--- src/rtl/mult_pkg.sv ---
`default_nettype none
// ============================================================================
//  Module      : mult_pkg
//  Description : Shared definitions for the signed shift-add multiplier:
//                FSM state encoding, default operand width and the number
//                of shift-add iterations.
//  Revision    : 1.0 - initial release
// ============================================================================
package mult_pkg;

    // Default operand width; the product is twice as wide.
    localparam int c_W_DEFAULT = 4;

    // One shift-add iteration per multiplier bit.
    localparam int c_ITERS_DEFAULT = c_W_DEFAULT;

    // FSM state encoding
    typedef logic [2:0] state_t;

    localparam logic [2:0] c_ST_IDLE = 3'd0;
    localparam logic [2:0] c_ST_ABS  = 3'd1;
    localparam logic [2:0] c_ST_MUL  = 3'd2;
    localparam logic [2:0] c_ST_FIX  = 3'd3;
    localparam logic [2:0] c_ST_DONE = 3'd4;

endpackage : mult_pkg
`default_nettype wire

--- src/rtl/mult_abs.sv ---
`default_nettype none
// ============================================================================
//  Module      : mult_abs
//  Description : Combinational two's-complement magnitude. The result is
//                read as unsigned, so the most negative value maps to its
//                true magnitude (e.g. -8 -> 8 for W=4) without overflow.
//  Revision    : 1.0 - initial release
// ============================================================================
module mult_abs #(
    parameter int W = mult_pkg::c_W_DEFAULT
) (
    input  logic [W-1:0] x,
    output logic [W-1:0] mag
);

    // Negate only when the sign bit is set.
    always_comb begin
        mag = x[W-1] ? (~x + {{(W-1){1'b0}}, 1'b1}) : x;
    end

endmodule : mult_abs
`default_nettype wire

--- src/rtl/signed_shift_multiplier.sv ---
`default_nettype none
// ============================================================================
//  Module      : signed_shift_multiplier
//  Description : Sequential signed W x W multiplier with a 2W-bit product.
//                Operands are reduced to magnitudes, multiplied by an
//                unsigned shift-add loop (one bit per cycle) and the sign
//                is restored at the end. Fixed latency of W+2 cycles from
//                the start sampling edge to done_multiply.
//                Optional feature macro: MULT_OVF_EN adds the ovf output,
//                flagging products outside the W-bit signed range.
//  Revision    : 1.0 - initial release
// ============================================================================
module signed_shift_multiplier
    import mult_pkg::*;
#(
    parameter int W = c_W_DEFAULT
) (
    input  logic           clk,
    input  logic           rst,
    input  logic [W-1:0]   a,
    input  logic [W-1:0]   b,
    input  logic           start,
    output logic [2*W-1:0] p,
    output logic           busy,
    output logic           done_multiply
`ifdef MULT_OVF_EN
    ,
    output logic           ovf
`endif
);

    // Counter wide enough to hold W-1; at least one bit.
    localparam int                c_CNT_W = (W > 1) ? $clog2(W) : 1;
    localparam logic [c_CNT_W-1:0] c_LAST  = c_CNT_W'(W - 1);

    state_t             r_state;
    logic [W-1:0]       r_a;
    logic [W-1:0]       r_b;
    logic [W-1:0]       r_mag_a;
    logic [W-1:0]       r_mag_b;
    logic               r_neg;
    logic [2*W-1:0]     r_acc;
    logic [c_CNT_W-1:0] r_cnt;
    logic [2*W-1:0]     r_p;

    logic [W-1:0]       w_mag_a;
    logic [W-1:0]       w_mag_b;
    logic [2*W-1:0]     w_addend;
    logic [2*W-1:0]     w_p_fix;

    mult_abs #(.W(W)) u_abs_a (
        .x   (r_a),
        .mag (w_mag_a)
    );

    mult_abs #(.W(W)) u_abs_b (
        .x   (r_b),
        .mag (w_mag_b)
    );

    // Shifted, zero-extended multiplicand and sign-corrected product.
    always_comb begin
        w_addend = {{W{1'b0}}, r_mag_a} << r_cnt;
        w_p_fix  = r_neg ? (~r_acc + {{(2*W-1){1'b0}}, 1'b1}) : r_acc;
    end

    // Main FSM: operand capture, magnitude, shift-add loop and sign fix.
    always_ff @(posedge clk) begin
        if (rst) begin
            r_state <= c_ST_IDLE;
            r_a     <= '0;
            r_b     <= '0;
            r_mag_a <= '0;
            r_mag_b <= '0;
            r_neg   <= 1'b0;
            r_acc   <= '0;
            r_cnt   <= '0;
            r_p     <= '0;
        end else if (start) begin
            // A start in any state (re)launches; an aborted run never
            // reaches FIX so p keeps its previous value.
            r_a     <= a;
            r_b     <= b;
            r_state <= c_ST_ABS;
        end else begin
            case (r_state)
                c_ST_ABS: begin
                    r_mag_a <= w_mag_a;
                    r_mag_b <= w_mag_b;
                    r_neg   <= r_a[W-1] ^ r_b[W-1];
                    r_acc   <= '0;
                    r_cnt   <= '0;
                    r_state <= c_ST_MUL;
                end
                c_ST_MUL: begin
                    if (r_mag_b[0]) begin
                        r_acc <= r_acc + w_addend;
                    end
                    r_mag_b <= r_mag_b >> 1;
                    r_cnt   <= r_cnt + 1'b1;
                    if (r_cnt == c_LAST) begin
                        r_state <= c_ST_FIX;
                    end
                end
                c_ST_FIX: begin
                    r_p     <= w_p_fix;
                    r_state <= c_ST_DONE;
                end
                c_ST_DONE: begin
                    r_state <= c_ST_IDLE;
                end
                default: begin
                    r_state <= c_ST_IDLE;
                end
            endcase
        end
    end

    // Status outputs decode directly from the registered state.
    always_comb begin
        busy          = (r_state != c_ST_IDLE);
        done_multiply = (r_state == c_ST_DONE);
        p             = r_p;
    end

`ifdef MULT_OVF_EN
    logic r_ovf;

    // Overflow: the top W+1 bits of the product are not all identical,
    // i.e. the value does not fit a W-bit signed number.
    always_ff @(posedge clk) begin
        if (rst) begin
            r_ovf <= 1'b0;
        end else if (!start && r_state == c_ST_FIX) begin
            r_ovf <= !((&w_p_fix[2*W-1:W-1]) || (~|w_p_fix[2*W-1:W-1]));
        end
    end

    // Registered overflow flag to the port.
    always_comb begin
        ovf = r_ovf;
    end
`endif

endmodule : signed_shift_multiplier
`default_nettype wire

--- config.mk ---
export PLATFORM = sky130hd
export DESIGN_NAME = signed_shift_multiplier
export DESIGN_NICKNAME = d
export VERILOG_FILES = /design/src/rtl/mult_pkg.sv /design/src/rtl/mult_abs.sv /design/src/rtl/signed_shift_multiplier.sv
export SDC_FILE = /design/constraint.sdc
export NUM_CORES = 1
export LEC_CHECK = 0
export CORE_MARGIN = 2
export CORE_UTILIZATION = 56
export CTS_CLUSTER_DIAMETER = 200
export DETAILED_ROUTE_END_ITERATION = 12
export MAX_ROUTING_LAYER = met4
export PLACE_DENSITY = 0.79
export SYNTH_ARGS = -nofsm -noshare
export SYNTH_HDL_FRONTEND = slang
export SYNTH_SLANG_ARGS = --single-unit
--- constraint.sdc ---
create_clock -name clk -period 2.7 [get_ports clk]
set_input_delay 0.675 -clock clk [delete_from_list [all_inputs] [get_ports clk]]
set_output_delay 0.675 -clock clk [all_outputs]
set_load 0.01 [all_outputs]
* Word-level counts from Yosys, hierarchy flattened *
Cells that the tools add are included.
W data, S select, Z words.

storage, ports and cells
  input port bits = 11
  output and inout port bits = 10
  register bits after elaboration = 38

operators by class
  equal/unequal tests = 8
  shift operators = 1
  reductions and logical operators = 7
  $add $sub $neg = 5
  bitwise logic cells = 5
  muxes and demuxes = 10

operators with widths
  cell                   number
  $mux W8                2
  $pmux W8 S2            1
  $pmux W3 S3            1
  $add A4 B1 Y4 const B  2
  $add A8 B1 Y8 const B  1
  $add A8 B8 Y8          1
  $mux W4                2
  $not A4 Y4             2
  $not A8 Y8             1
  $pmux W4 S2            1
  $shl A4 B2 Y8          1
  $eq A3 B2 Y1 const B   2
  $reduce_and A2 Y1      3
  $ne A2 B2 Y1 const B   2
  $pmux W2 S2            1
  $eq A3 B1 Y1 const B   1
  $eq A3 B3 Y1 const B   1
  $mux W3                1
  $ne A3 B3 Y1 const B   1
  $reduce_and A3 Y1      1
  $reduce_bool A3 Y1     1
  $add A2 B1 Y2 const B  1
  $eq A2 B2 Y1 const B   1
  $reduce_bool A2 Y1     1
  4 further kinds        4

* Depth between registers and ports, before layout *
  depth after elaboration = 4
  mapped depth = 8
  gate-level depth less buffers = 7

* Cells and area by module *
A second synthesis with hierarchy kept.

second synthesis, totals
  cell total of the unflattened synthesis = 239
  area, all modules = 2249.7 µm²

modules (own cells, without submodules)
  module                   seq. area each (µm²)  area each (µm²)  instances  cells an instance
  signed_shift_multiplier  760.7                 2117.0           1          221
  mult_abs                 0.0                   66.3             2          9

* Least setup slack after synthesis *
No wires, ideal clock.

  path type = flip-flop to flip-flop
  start = reg r_cnt[0]
  end = reg r_acc[6]
  slack = 0.372 ns
  stages on the path, launching flop included = 9
  setup time = 0.062 ns
  data arrival time = 2.266 ns
  clock period less this slack = 2.328 ns
  cells stage by stage = dfxtp_1 -> clkbuf_1 -> mux2i_1 -> nor2_1 -> fa_1 -> a211oi_1 -> o21ai_0 -> a2111o_1 -> nand3_1

on the way
  longest elaborated chain between the ends = 4

RTL lines
  element                   RTL line                        source
  start: declaration        signed_shift_multiplier.sv:43   logic [c_CNT_W-1:0] r_cnt;
  start signal: assignment  signed_shift_multiplier.sv:100  r_cnt <= r_cnt + 1'b1;
  $shl A4 B2 Y8             signed_shift_multiplier.sv:63   w_addend = {{W{1'b0}}, r_mag_a} << r_cnt;
  $add A8 B8 Y8             signed_shift_multiplier.sv:97   r_acc <= r_acc + w_addend;
  $mux W8                   signed_shift_multiplier.sv:96   if (r_mag_b[0]) begin
  $pmux W8 S2               signed_shift_multiplier.sv:86   case (r_state)
  end signal: assignment    signed_shift_multiplier.sv:97
  end: declaration          signed_shift_multiplier.sv:42   logic [2*W-1:0] r_acc;

No other way between the ends. The select of a mux whose other input is x is not followed.
A chain may end at the register's enable or synchronous reset.

* Worst setup path in the final report *
Same ends and word-level chain as after synthesis.

==> flow_results.org <==
** Logic synthesis
- Summing every instance area after synthesis gives 2122 µm².
- EDFF count, synth :: 0
- #FFs+latches synth :: 38
- Ys async rst share :: 0
- Most used flip-flop cell after synthesis :: dfxtp_1
- Count of yosys warnings during synthesis :: 0
- For this run, the register share of the synthesized area comes to 0.3585.
- Synthesis instantiated 51 different standard cells from the library.
- Synthesis produced a netlist with a net count of 255.
- Dividing the synthesized area by the synthesized cell count gives 9.147 µm².
- After technology mapping, the gate count stands at 232.

** Power and ir drop
- Switching share of total power :: 0.2188
- Leak Pwr :: 0.9840 nW
- Net switching power figure :: 0.0002799 W
- Sequential share of power :: 0.464
- IR analysis of the VDD net gives a maximum drop of 0.4203 mV.
- The internal power of the cells totals 0.0009993 W.
- The share of total power dissipated in the clock network is 0.455.
- Power spread over the standard cell area amounts to 514.5 nW/µm².
- Part of the total power dissipated in combinational logic :: 0.081

** STA
- Total negative slack for setup checks :: 0 ns
- Min setup slack post-route :: 0.1643 ns
- Hold violation count in the final report :: 0
- Number of pins exceeding their max-slew limit in the final report :: 0
- Period minus WS final :: 2.536 ns
- Static timing analysis puts the maximum clock frequency at 0.3944 GHz.
- Final setup violation count :: 0
- Setup repair after global routing left no endpoint under its margin.
- Worst relative slew slack :: 0.5898
- The clock arrives with 0.005711 ns of skew.
- Dividing the final minimum period by the clock period gives 0.9391.
- At the pin with the least slew margin, the transition time is 0.6128 ns.

** Routing
- In the final routed layout, each cell accounts on average for 13.74 µm.
- After detailed routing, the number of remaining DRC violations is 0.
- Summed over all layers, the routed wires come to 4109 µm.
- Total number of vias :: 1715
- The first routing iteration left 64 violations.
- Initial DRT Pass Iterations :: 4
- In the routed layout, each cell is associated on average with a via count of 5.736.
- The count of nets left with antenna violations once routing finished came out at 0.

** Floorplan
- Starting density of the core :: 0.5796
- The floorplan step defined a die boundary enclosing 4297 µm².
- In this run the core area contains 22 standard-cell rows.
- Area inside the core boundary :: 3661 µm²
- The floorplan step set the die width to 65.56 µm.
- During I/O placement, the number of pins put on the boundary was 21.
- Die Y-Extent :: 65.56 µm

** Final layout
- Final-stage net count :: 273
- The layout has 310 filler cells.
- From synthesis to final layout, the design area changed by 17.16%.
- Diode count :: 0
- Leaving out fill and tap cells, the most frequent cell in the layout is dfxtp_1.
- The library cells used most frequently in the layout, excluding fill and tap cells, are 38 x dfxtp_1, 37 x nor2_1, 20 x clkdlybuf4s50_1.
- Layout cells sized above 1 :: 0.08367

** Worst setup path
- Critical Path Start Type :: flop
- Setup CP Type :: flop to flop
- Beginning of the critical path :: r_cnt[0]
- Of all nets on the critical path, the largest fanout is 11.
- In this run the critical register-to-register path is launched from r_cnt[0].
- The worst setup path is captured at a flop.
- Capture point of the critical path :: r_acc[6]
- Capturing point of the worst reg2reg path :: r_acc[6]
- Worst Reg-to-Reg Cells :: 7
- STA puts the critical path data arrival time at 2.77 ns.
- Crit path required time :: 2.93 ns
- The worst register-to-register path has a setup slack of 0.16 ns.

** Global route
- Number of global-route vias before repair :: 1664
- The first global-routing pass estimated 7307 µm of wire.
- All-layer global routing usage :: 0.2251
- Initial antenna violation count :: 0
- Pin count of the biggest net entering global routing :: 27
- Grt total ovfl :: 0

** Clock tree
- The clock passes through at most 2 buffers.
- The number of gates resized after CTS was 0.
- The number of hold buffers added after CTS was 0.
- Number of H-tree branching levels :: 2
- Number of clock sinks :: 38
- The later pin in the worst-skew pair is clocked with a latency of 0.29 ns.
- TritonCTS built the clock tree.
- Root buf cell :: clkbuf_8
- Post-CTS setup buffer count :: 0
- Number of clock buffers inserted by TritonCTS :: 5
- After clock tree synthesis, the clock-pin slew on the worst setup and hold paths is 0.08 ns.

** Place
- Prior to clock tree synthesis, the placed netlist has a worst setup slack of 0.2039 ns.
- Gp weighted congestion :: 0.8459
- Buffers placed on the I/O ports in this run total 20.
- Once detailed placement completed, the half-perimeter wirelength came to 3062 µm.

** Min path
- Launch instance of the worst min-delay path :: r_mag_b[3]
- Class of the tightest hold or removal check :: flop to flop

** Run
- Across the run, the number of max-cap violations was 0.

** Status
- Status :: completed
==> per-layer routing <==
metal	up-vias	GRT usage	part of all wire
li1	878	-	-
met1	797	0.2778	0.48
met2	32	0.3559	0.47
met3	8	0.05822	0.032
met4	0	0.08333	0.018
met5	-	-	0
==> power groups by stage <==
stage	combinational, W	clock (W)	sequential (W)
floorplan	0.0000759	0	0.000597
global placement	0.000101	0	0.000606
detailed placement	0.000104	0	0.000607
CTS	0.000104	0.000589	0.000593
global route	0.000116	0.000618	0.000597
finish	0.000103	0.000582	0.000593
==> synthesized netlist by cell type (2+ instances only) <==
cell      count  area share
inv_1         7       0.012
dfxtp_1      38        0.36
mux2_2        2       0.011
nand3b_1      3       0.011
nor2_1       37       0.065
a211oi_1     15       0.053
buf_2         3      0.0071
nor3b_1       2      0.0071
nand3_1       2      0.0047
o31ai_1       2      0.0071
o21ai_0       6       0.014
nor2b_1       6       0.018
or3_1         5       0.015
clkbuf_1      7       0.012
nand2b_1      3      0.0088
nand2_1       6       0.011
a2111o_1      2       0.011
or2_2         2      0.0059
ha_1         11       0.065
a21oi_1       7       0.017
xor2_1        6       0.025
xnor2_1       4       0.017
o211ai_1      2      0.0071
buf_4         2      0.0071
mux2i_1      19       0.090
a21o_1        3       0.011
a22oi_1       5       0.018
and3_1        2      0.0059
==> worst min-delay path by stage <==
| stage | end | cells past startpoint |
|---|---|---|
| after floorplan | r_mag_b[3] | 2 |
| after global placement | r_mag_b[3] | 2 |
| after detailed placement | r_mag_b[3] | 2 |
| after CTS | r_mag_b[3] | 2 |
| after global routing | r_mag_b[3] | 2 |
| final | r_mag_b[3] | 2 |
==> layout make-up <==
cell class              count  area (µm²)  share of cell area
repair buffers             23       222.7             0.08958
well taps                  48       60.06             0.02416
clock inverters             3       68.82             0.02768
multi-input cells         175        1279              0.5143
flip-flops and latches     38       760.7              0.3060
inverters                   7       26.28             0.01057
clock buffers               5       68.82             0.02768
==> flip-flops by register name, indices dropped and copies added (netlist names) <==
| register | flops |
|---|---|
| r_mag_b | 4 |
| r_mag_a | 4 |
| r_a | 4 |
| r_b | 4 |
| r_state | 3 |
| p | 8 |
| r_cnt | 2 |
| r_neg | 1 |
| r_acc | 8 |
==> metrics by stage <==
step	instance area (µm²)	hold slack, ns	instances	utilization	total power [W]
floorplan	2122	0.4312	232	-	0.0006730
global placement	2349	0.4446	291	0.6415	0.0007063
detailed placement	2349	0.4530	291	0.6415	0.0007104
CTS	2486	0.4656	299	0.6791	0.001287
global route	2486	0.4948	299	0.6791	0.001330
finish	2486	0.4628	299	0.6791	0.001279
==> kinds of logic (layout without fill, tap and decap cells) <==
| kind of cell | Yosys count | in the layout | share of synthesized area |
|---|---|---|---|
| flops | 38 | 38 | 0.3585 |
| simple gates | 79 | 79 | 0.2011 |
| xor+xnor | 11 | 11 | 0.04894 |
| buf+inv | 19 | 38 | 0.03892 |
| compound gates | 52 | 52 | 0.1781 |
| fa+ha+maj | 12 | 12 | 0.07429 |
| mux | 21 | 21 | 0.1002 |
==> critical path, stage by stage, from the launching register on <==
cell and delay [ns]:
dfxtp_1 0.55, mux2i_1 0.28, nor2_1 0.11, fa_1 0.47, a211oi_1 0.36, o21ai_0 0.19
a2111o_1 0.43, nand3_1 0.08
(Power assumes the default switching activity.)
